<file path="config.mk">
export PLATFORM = sky130hd
export DESIGN_NAME = dm_access_unit
export DESIGN_NICKNAME = d
export VERILOG_FILES = /design/src/rtl/dm_access_unit.sv
export SDC_FILE = /design/constraint.sdc
export NUM_CORES = 1
export LEC_CHECK = 0
export ABC_AREA = 1
export BUFFER_PORTS_ARGS = -buffer_cell sky130_fd_sc_hd__buf_2
export CAP_MARGIN = 0
export CORE_MARGIN = 10
export CORE_UTILIZATION = 46
export CTS_BUF_LIST = sky130_fd_sc_hd__clkbuf_16
export DETAILED_ROUTE_END_ITERATION = 12
export PLACE_DENSITY = 0.76
export SKIP_LAST_GASP = 1
export SYNTH_ARGS = -nofsm -noshare
export SYNTH_HDL_FRONTEND = slang
export SYNTH_SLANG_ARGS = --single-unit
export TNS_END_PERCENT = 50
</file>
<file path="constraint.sdc">
create_clock -name clk -period 2.1 [get_ports clk]
set_input_delay 0.21 -clock clk [delete_from_list [all_inputs] [get_ports clk]]
set_output_delay 0.21 -clock clk [all_outputs]
set_load 0.1 [all_outputs]
</file>
<file path="src/rtl/dm_access_unit.sv">
// Data-memory access unit: word reads/writes with sub-word load extraction and
// read-modify-write for SB/SH. Optional alignment checking via DM_ACCESS_ALIGN_CHECK_EN.
module dm_access_unit (
  input  logic        clk,
  input  logic        reset,
  input  logic        req,
  input  logic [2:0]  op,
  input  logic [31:0] addr,
  input  logic [31:0] wdata,
  input  logic [31:0] pc,
  output logic        busy,
  output logic        done,
  output logic [31:0] rdata,
  output logic        err,
  output logic [31:0] mem_a,
  output logic [31:0] mem_wd,
  output logic        mem_we,
  output logic [31:0] mem_pc,
  input  logic [31:0] mem_rd
);

  localparam logic [2:0] OpLw = 3'd0, OpLh = 3'd1, OpLhu = 3'd2, OpLb = 3'd3;
  localparam logic [2:0] OpLbu = 3'd4, OpSw = 3'd5, OpSh = 3'd6, OpSb = 3'd7;

  typedef enum logic [1:0] {StIdle, StRd, StWr} state_e;

  state_e      state_q, state_d;
  logic [2:0]  op_q;
  logic [31:0] addr_q, wdata_q, pc_q;
  logic [31:0] merge_q, merge_d, rdata_q, rdata_d;
  logic        done_q, done_d, req_take;
  logic [4:0]  lane_sh;
  logic [7:0]  byte_sel;
  logic [15:0] half_sel;
  logic [31:0] load_val, merged;

  always_comb begin
    lane_sh  = {addr_q[1:0], 3'b000};
    byte_sel = mem_rd[lane_sh +: 8];
    half_sel = addr_q[1] ? mem_rd[31:16] : mem_rd[15:0];
    unique case (op_q)
      OpLh:    load_val = {{16{half_sel[15]}}, half_sel};
      OpLhu:   load_val = {16'h0000, half_sel};
      OpLb:    load_val = {{24{byte_sel[7]}}, byte_sel};
      OpLbu:   load_val = {24'h000000, byte_sel};
      default: load_val = mem_rd;
    endcase
  end

  // Merge the stored lane into the word captured during RD.
  always_comb begin
    merged = merge_q;
    if (op_q == OpSb) begin
      merged[lane_sh +: 8] = wdata_q[7:0];
    end else if (addr_q[1]) begin
      merged[31:16] = wdata_q[15:0];
    end else begin
      merged[15:0] = wdata_q[15:0];
    end
  end

`ifdef DM_ACCESS_ALIGN_CHECK_EN
  logic err_q, err_d, misaligned;

  always_comb begin
    unique case (op)
      OpLw, OpSw:        misaligned = (addr[1:0] != 2'b00);
      OpLh, OpLhu, OpSh: misaligned = addr[0];
      default:           misaligned = 1'b0;
    endcase
  end

  always_ff @(posedge clk) begin
    if (reset) err_q <= 1'b0;
    else       err_q <= err_d;
  end

  assign err = err_q;
`else
  assign err = 1'b0;
`endif

  always_comb begin
    state_d  = state_q;
    done_d   = 1'b0;
    req_take = 1'b0;
    rdata_d  = rdata_q;
    merge_d  = merge_q;
    mem_a    = 32'h0;
    mem_wd   = 32'h0;
    mem_we   = 1'b0;
    mem_pc   = 32'h0;
`ifdef DM_ACCESS_ALIGN_CHECK_EN
    err_d    = 1'b0;
`endif
    unique case (state_q)
      StIdle: begin
        if (req) begin
          req_take = 1'b1;
`ifdef DM_ACCESS_ALIGN_CHECK_EN
          if (misaligned) begin
            done_d = 1'b1;
            err_d  = 1'b1;
          end else
`endif
          if (op == OpSw) state_d = StWr;
          else            state_d = StRd;
        end
      end
      StRd: begin
        mem_a  = {addr_q[31:2], 2'b00};
        mem_pc = pc_q;
        if (op_q == OpSh || op_q == OpSb) begin
          merge_d = mem_rd;
          state_d = StWr;
        end else begin
          rdata_d = load_val;
          done_d  = 1'b1;
          state_d = StIdle;
        end
      end
      StWr: begin
        mem_a   = {addr_q[31:2], 2'b00};
        mem_pc  = pc_q;
        mem_we  = 1'b1;
        mem_wd  = (op_q == OpSw) ? wdata_q : merged;
        done_d  = 1'b1;
        state_d = StIdle;
      end
      default: state_d = StIdle;
    endcase
  end

  always_ff @(posedge clk) begin
    if (reset) begin
      state_q <= StIdle;
      done_q  <= 1'b0;
      rdata_q <= 32'h0;
      merge_q <= 32'h0;
      op_q    <= 3'd0;
      addr_q  <= 32'h0;
      wdata_q <= 32'h0;
      pc_q    <= 32'h0;
    end else begin
      state_q <= state_d;
      done_q  <= done_d;
      rdata_q <= rdata_d;
      merge_q <= merge_d;
      if (req_take) begin
        op_q    <= op;
        addr_q  <= addr;
        wdata_q <= wdata;
        pc_q    <= pc;
      end
    end
  end

  assign busy  = (state_q != StIdle);
  assign done  = done_q;
  assign rdata = rdata_q;

endmodule

</file>
### Yosys cells after proc, flatten, opt, wreduce, memory -nomap -nowiden

Index checks and enable logic that the tools add are counted.

* reductions and logical operators: 6
* equal/unequal tests: 11
* shift-type cells: 3
* bitwise logic cells: 1
* add/sub/neg operators: 1
* mux-type cells: 19

Operators with widths (number)
* 2-to-1 mux 32 bit: 5
* one-hot mux 32 bit (4 select lines): 1
* 2-to-1 mux 16 bit: 3
* bitwise mux 32 bit: 1
* variable shift 8 x 7 -> 32 bit (first input constant): 1
* indexed part select 32 x 6 -> 8 bit: 1
* indexed part select 8 x 7 -> 32 bit: 1
* == test 3 bit (second input constant): 5
* negator 5 -> 7 bit: 1
* == test 3 x 2 -> 1 bit (second input constant): 2
* 2-to-1 mux 2 bit: 3
* 2-to-1 mux 1 bit: 4
* one-hot mux 2 bit (2 select lines): 1
* AND reduction 2 bit: 2
* == test 3 x 1 -> 1 bit (second input constant): 1
* == test 2 x 1 -> 1 bit (second input constant): 1
* == test 2 bit (second input constant): 1
* zero test 2 bit: 1
* != test 2 bit (second input constant): 1
* one-hot mux 1 bit (2 select lines): 1
* nonzero test 2 bit: 1
* OR reduction 2 bit: 1
* logical OR 1 bit: 1
* NOT 1 bit: 1

* input port bits: 134
* register bits: 166
* logic and storage cells: 49
* output and inout bits: 132

### Longest topological paths before layout

* depth in word-level cells: 6
* depth in mapped cells: 13

### Worst setup path before layout

No wires, ideal clock.

* kind: register to output
* start point: register state_q[0]
* end point: output port mem_wd[0]
* stages on the path, launching flop included: 5
* arrival time: 3.272 ns
* path buffers: 0
* data required time: 1.890 ns
* setup slack: -1.382 ns
* cells stage by stage: dfxtp_1 -> inv_1 -> ha_1 -> clkinv_1 -> a21oi_1

* cells in the longest elaborated chain, start to end: 2

RTL lines
* from (decl): RTL line 27 `state_e state_q, state_d;`
* from (signal assigned): RTL line 136 `state_q <= StIdle;`
* from (signal assigned): RTL line 145 `state_q <= state_d;`
* == test 2 bit: RTL line 96 `unique case (state_q)`
* 2-to-1 mux 32 bit: RTL line 96
* to (decl): RTL line 16 `output logic [31:0] mem_wd,`

No other way between the ends.

### Final worst setup path

* start point: register addr_q[0]
* end point: output port mem_wd[19]

* cells in the longest elaborated chain, start to end: 6
* elaborated cells between the ends (all ways): 7
* classes of those cells: 1 x add/sub; 2 x shift; 4 x mux

RTL lines
* from (decl): RTL line 29 `logic [31:0] addr_q, wdata_q, pc_q;`
* from (signal assigned): RTL line 151 `addr_q <= addr;`
* negator 5 -> 7 bit (*): RTL line 54 `merged[lane_sh +: 8] = wdata_q[7:0];`
* indexed part select 8 x 7 -> 32 bit or variable shift 8 x 7 -> 32 bit (tied branches): RTL line 54
* bitwise mux 32 bit (*): RTL line 54
* 2-to-1 mux 32 bit (*): RTL line 53 `if (op_q == OpSb) begin`
* 2-to-1 mux 32 bit (*): RTL line 126 `mem_wd = (op_q == OpSw) ? wdata_q : merged;`
* 2-to-1 mux 32 bit (*): RTL line 96

Every way passes the cells marked *; elsewhere a longest branch is shown, timed or not.

==> flow_summary_export.csv <==
group,metric,value,unit
run_status,status,"finished with violations",
run_status,violations,"negative setup slack",
detailed_routing,via_per_inst,5.22,
cells_and_area,syn_to_final_growth,54.0,%
detailed_routing,first_iter_violations,578,
timing,setup_viol,63,
yosys,async_flop_share,0,
setup_path,worstReg2RegEnd,"rdata[28]",
power_and_ir_drop,p_per_area,809,nW/um^2
power_and_ir_drop,ir_drop,0.000631,V
yosys,synth_top_family_by_area,"simple AND/OR/NAND/NOR gates",
yosys,synthFlopType,"dfxtp_1",
min_path,hold_path_class,"primary input to flop",
floorplanning,die_area,23600,sq um
timing,slew_viol_final,0,
yosys,synthTopCellsByCount,"292 x nor2_1, 226 x o21ai_0, 209 x nand2_1",
setup_path,crit_type,"flop to primary output",
detailed_routing,vias,9310,
timing,setup_slack,-231,ps
yosys,syn_area,8230,sq um
clock_network,clkSinkCount,166,
yosys,synth_cells,1297,
floorplanning,start_util,0.473,
yosys,synth_area_per_cell,6.35,sq um
yosys,ys_ff_latch,166,
grt,grt_pass1_wl,48.6,mm
grt,antenna_found_initial,8,
yosys,synth_mux_area_frac,0.00365,
cells_and_area,drive_gt1_frac,0.290,
floorplanning,row_count,48,
detailed_routing,wirelength,32.3,mm
setup_path,critPathLaunchType,"flop",
detailed_routing,post-route-drc-count,0,
timing,worstMarginPinSlew,522,ps
setup_path,crit_path_end_kind,"primary output",
yosys,synth_cell_types,29,
floorplanning,die_x,154,um
yosys,synthAdderAreaFrac,0.0122,
setup_path,cp.arrival,2120,ps
detailed_routing,dr.pass1.iters,6,
yosys,synthSimpleGateAreaFrac,0.261,
min_path,holdPathStages,3,
timing,finClkSkew,10.8,ps
clock_network,cts.htree.levels,4,
min_path,hold_path_startpoint,"pc[14]",
setup_path,r2r_slack,360,ps
power_and_ir_drop,p_leak,5.87,nW
power_and_ir_drop,total_power,10.3,mW
yosys,synth_top_area_share,0.404,
yosys,synth_most_common_cell,"nor2_1",
clock_network,cts_inserted_buffers,17,
yosys,yosysSeqAreaShare,0.404,
clock_network,clkTransAtPathRegs,70,ps
timing,rsz0062_at_grt,"yes",
cells_and_area,instances_no_fill,1785,
floorplanning,core-area,17400,sq um
setup_path,critPathRequiredTime,1890,ps
floorplanning,pin_count,266,
clock_network,cts_root_buf,"clkbuf_16",
timing,slew_headroom,0.655,
yosys,synth_xor_area_frac,0,
flow_run,max-cap-violations,0,
placed_design,dp.cells,1735,
yosys,synth_top_area_cell,"dfxtp_1",
setup_path,crit-reg2reg-launch,"op_q[2]",
clock_network,insertion_delay,430,ps
grt,grt_pass1_vias,8953,
placed_design,globalplace.congestion,0.987,
placed_design,dp_hpwl,23.5,mm
detailed_routing,wl_per_cell,18.1,um
yosys,synth.area.top_cells,"dfxtp_1 40%, o21ai_0 14%, nor2_1 13%",
grt,grt_max_degree,64,
detailed_routing,postRouteAntennaNets,0,
min_path,hold_path_end,"pc_q[14]",
setup_path,reg2reg_depth,9,
clock_network,cts_tree,"built",
clock_network,cts.path.max_buffers,2,
timing,timing.final.crit_share,1.11,
yosys,synth_edf_count,0,
timing,finalHoldViolations,0,
timing,fin_crit,2330,ps
grt,overflow,0,
yosys,synth_compound_area_frac,0.205,
setup_path,critical_path.max_fanout,8,
cells_and_area,final_nets,1685,
yosys,synth_warnings,0,
placed_design,port-buffer-count,262,
floorplanning,fp.dieH,154,um
grt,grt_use_total,0.255,
timing,clock.fmax,429,MHz
## critical path, stage by stage (launching register included)
cell	delay, ps
dfxtp_4	380
inv_6	60
ha_4	280
inv_4	50
nor2_4	140
nand3_4	150
o21ai_1	160
nand2_1	100
a21oi_4	180
buf_12	190
## layout make-up
| type | count | area, sq um |
|---|---|---|
| Clock buffer | 17 | 425 |
| Fill cell | 1414 | 4740 |
| Antenna cell | 4 | 10.0 |
| Tap cell | 225 | 282 |
| Clock inverter | 15 | 128 |
| Inverter | 151 | 584 |
| Timing Repair Buffer | 309 | 3280 |
| Sequential cell | 166 | 3340 |
| Multi-Input combinational cell | 898 | 4630 |
## kinds of logic after synthesis
family,Yosys count
other cells,1
simple gates,548
buf+inv,235
compound gates,336
fa+ha+maj,8
flops,166
mux,3
## sequential cells by signal, indices dropped and copies added (netlist names)
signal	count
op_q	3
state_q	2
done	1
pc_q	32
rdata	32
addr_q	32
wdata_q	32
merge_q	32
## stage by stage
| step | TNS [ps] | util | hold slack [ps] | setup slack, ps | cell area (sq um) |
|---|---|---|---|---|---|
| floorplan | -1190 | - | 281 | -101 | 8660 |
| global placement | 0 | 0.666 | 427 | 129 | 11600 |
| detailed placement | 0 | 0.666 | 432 | 106 | 11600 |
| CTS | -4380 | 0.715 | 15.1 | -173 | 12500 |
| global route | -8670 | 0.727 | 19.0 | -308 | 12700 |
| finish | -5310 | 0.728 | 20.3 | -231 | 12700 |
## routing by layer
metal	vias up	global-route usage	share of wire
met3	58	0.113	0.11
met4	8	0.0886	0.027
met2	392	0.437	0.50
met1	4271	0.272	0.36
li1	4581	-	-
met5	-	0	0.0016
## where the power goes
group	leakage (nW)	internal, mW	switching (mW)
Sequential	1.37	3.42	0.166
Clock	0.275	1.64	1.41
Combinational	4.23	1.10	2.53
Total	5.87	6.16	4.10
## how the worst max path moves through the flow
stage               from    endpoint  slack (ps)
4_1_cts        addr_q[1]  mem_wd[22]        -170
3_3_place_gp   addr_q[0]  mem_wd[23]         130
6_report       addr_q[0]  mem_wd[19]        -230
5_1_grt        addr_q[0]  mem_wd[23]        -310
2_1_floorplan  addr_q[1]  mem_wd[16]        -100
3_5_place_dp   addr_q[0]  mem_wd[23]         110
## cells in the final DEF, fill, tap and decap left out, types with 6 or more instances in the layout
master,n
o21ai_0,203
o21ai_2,11
buf_12,103
nand2_1,185
clkbuf_16,19
clkinv_2,6
buf_2,168
inv_6,6
nand3_1,32
inv_1,138
inv_2,7
nor2_1,280
a21oi_1,61
a21oi_4,26
dfxtp_1,160
nor2_4,10
o21ai_1,31
nand2_2,21
buf_4,30
## what timing repair did
action	CTS	global route
pin swaps	27	21
setup buffers	6	5
resized for setup	60	40
cloned	2	2
hold buffers	1	0
endpoints found under the hold margin	1	0
setup endpoints to repair	94	89
Power figures use the tool's default switching activity.
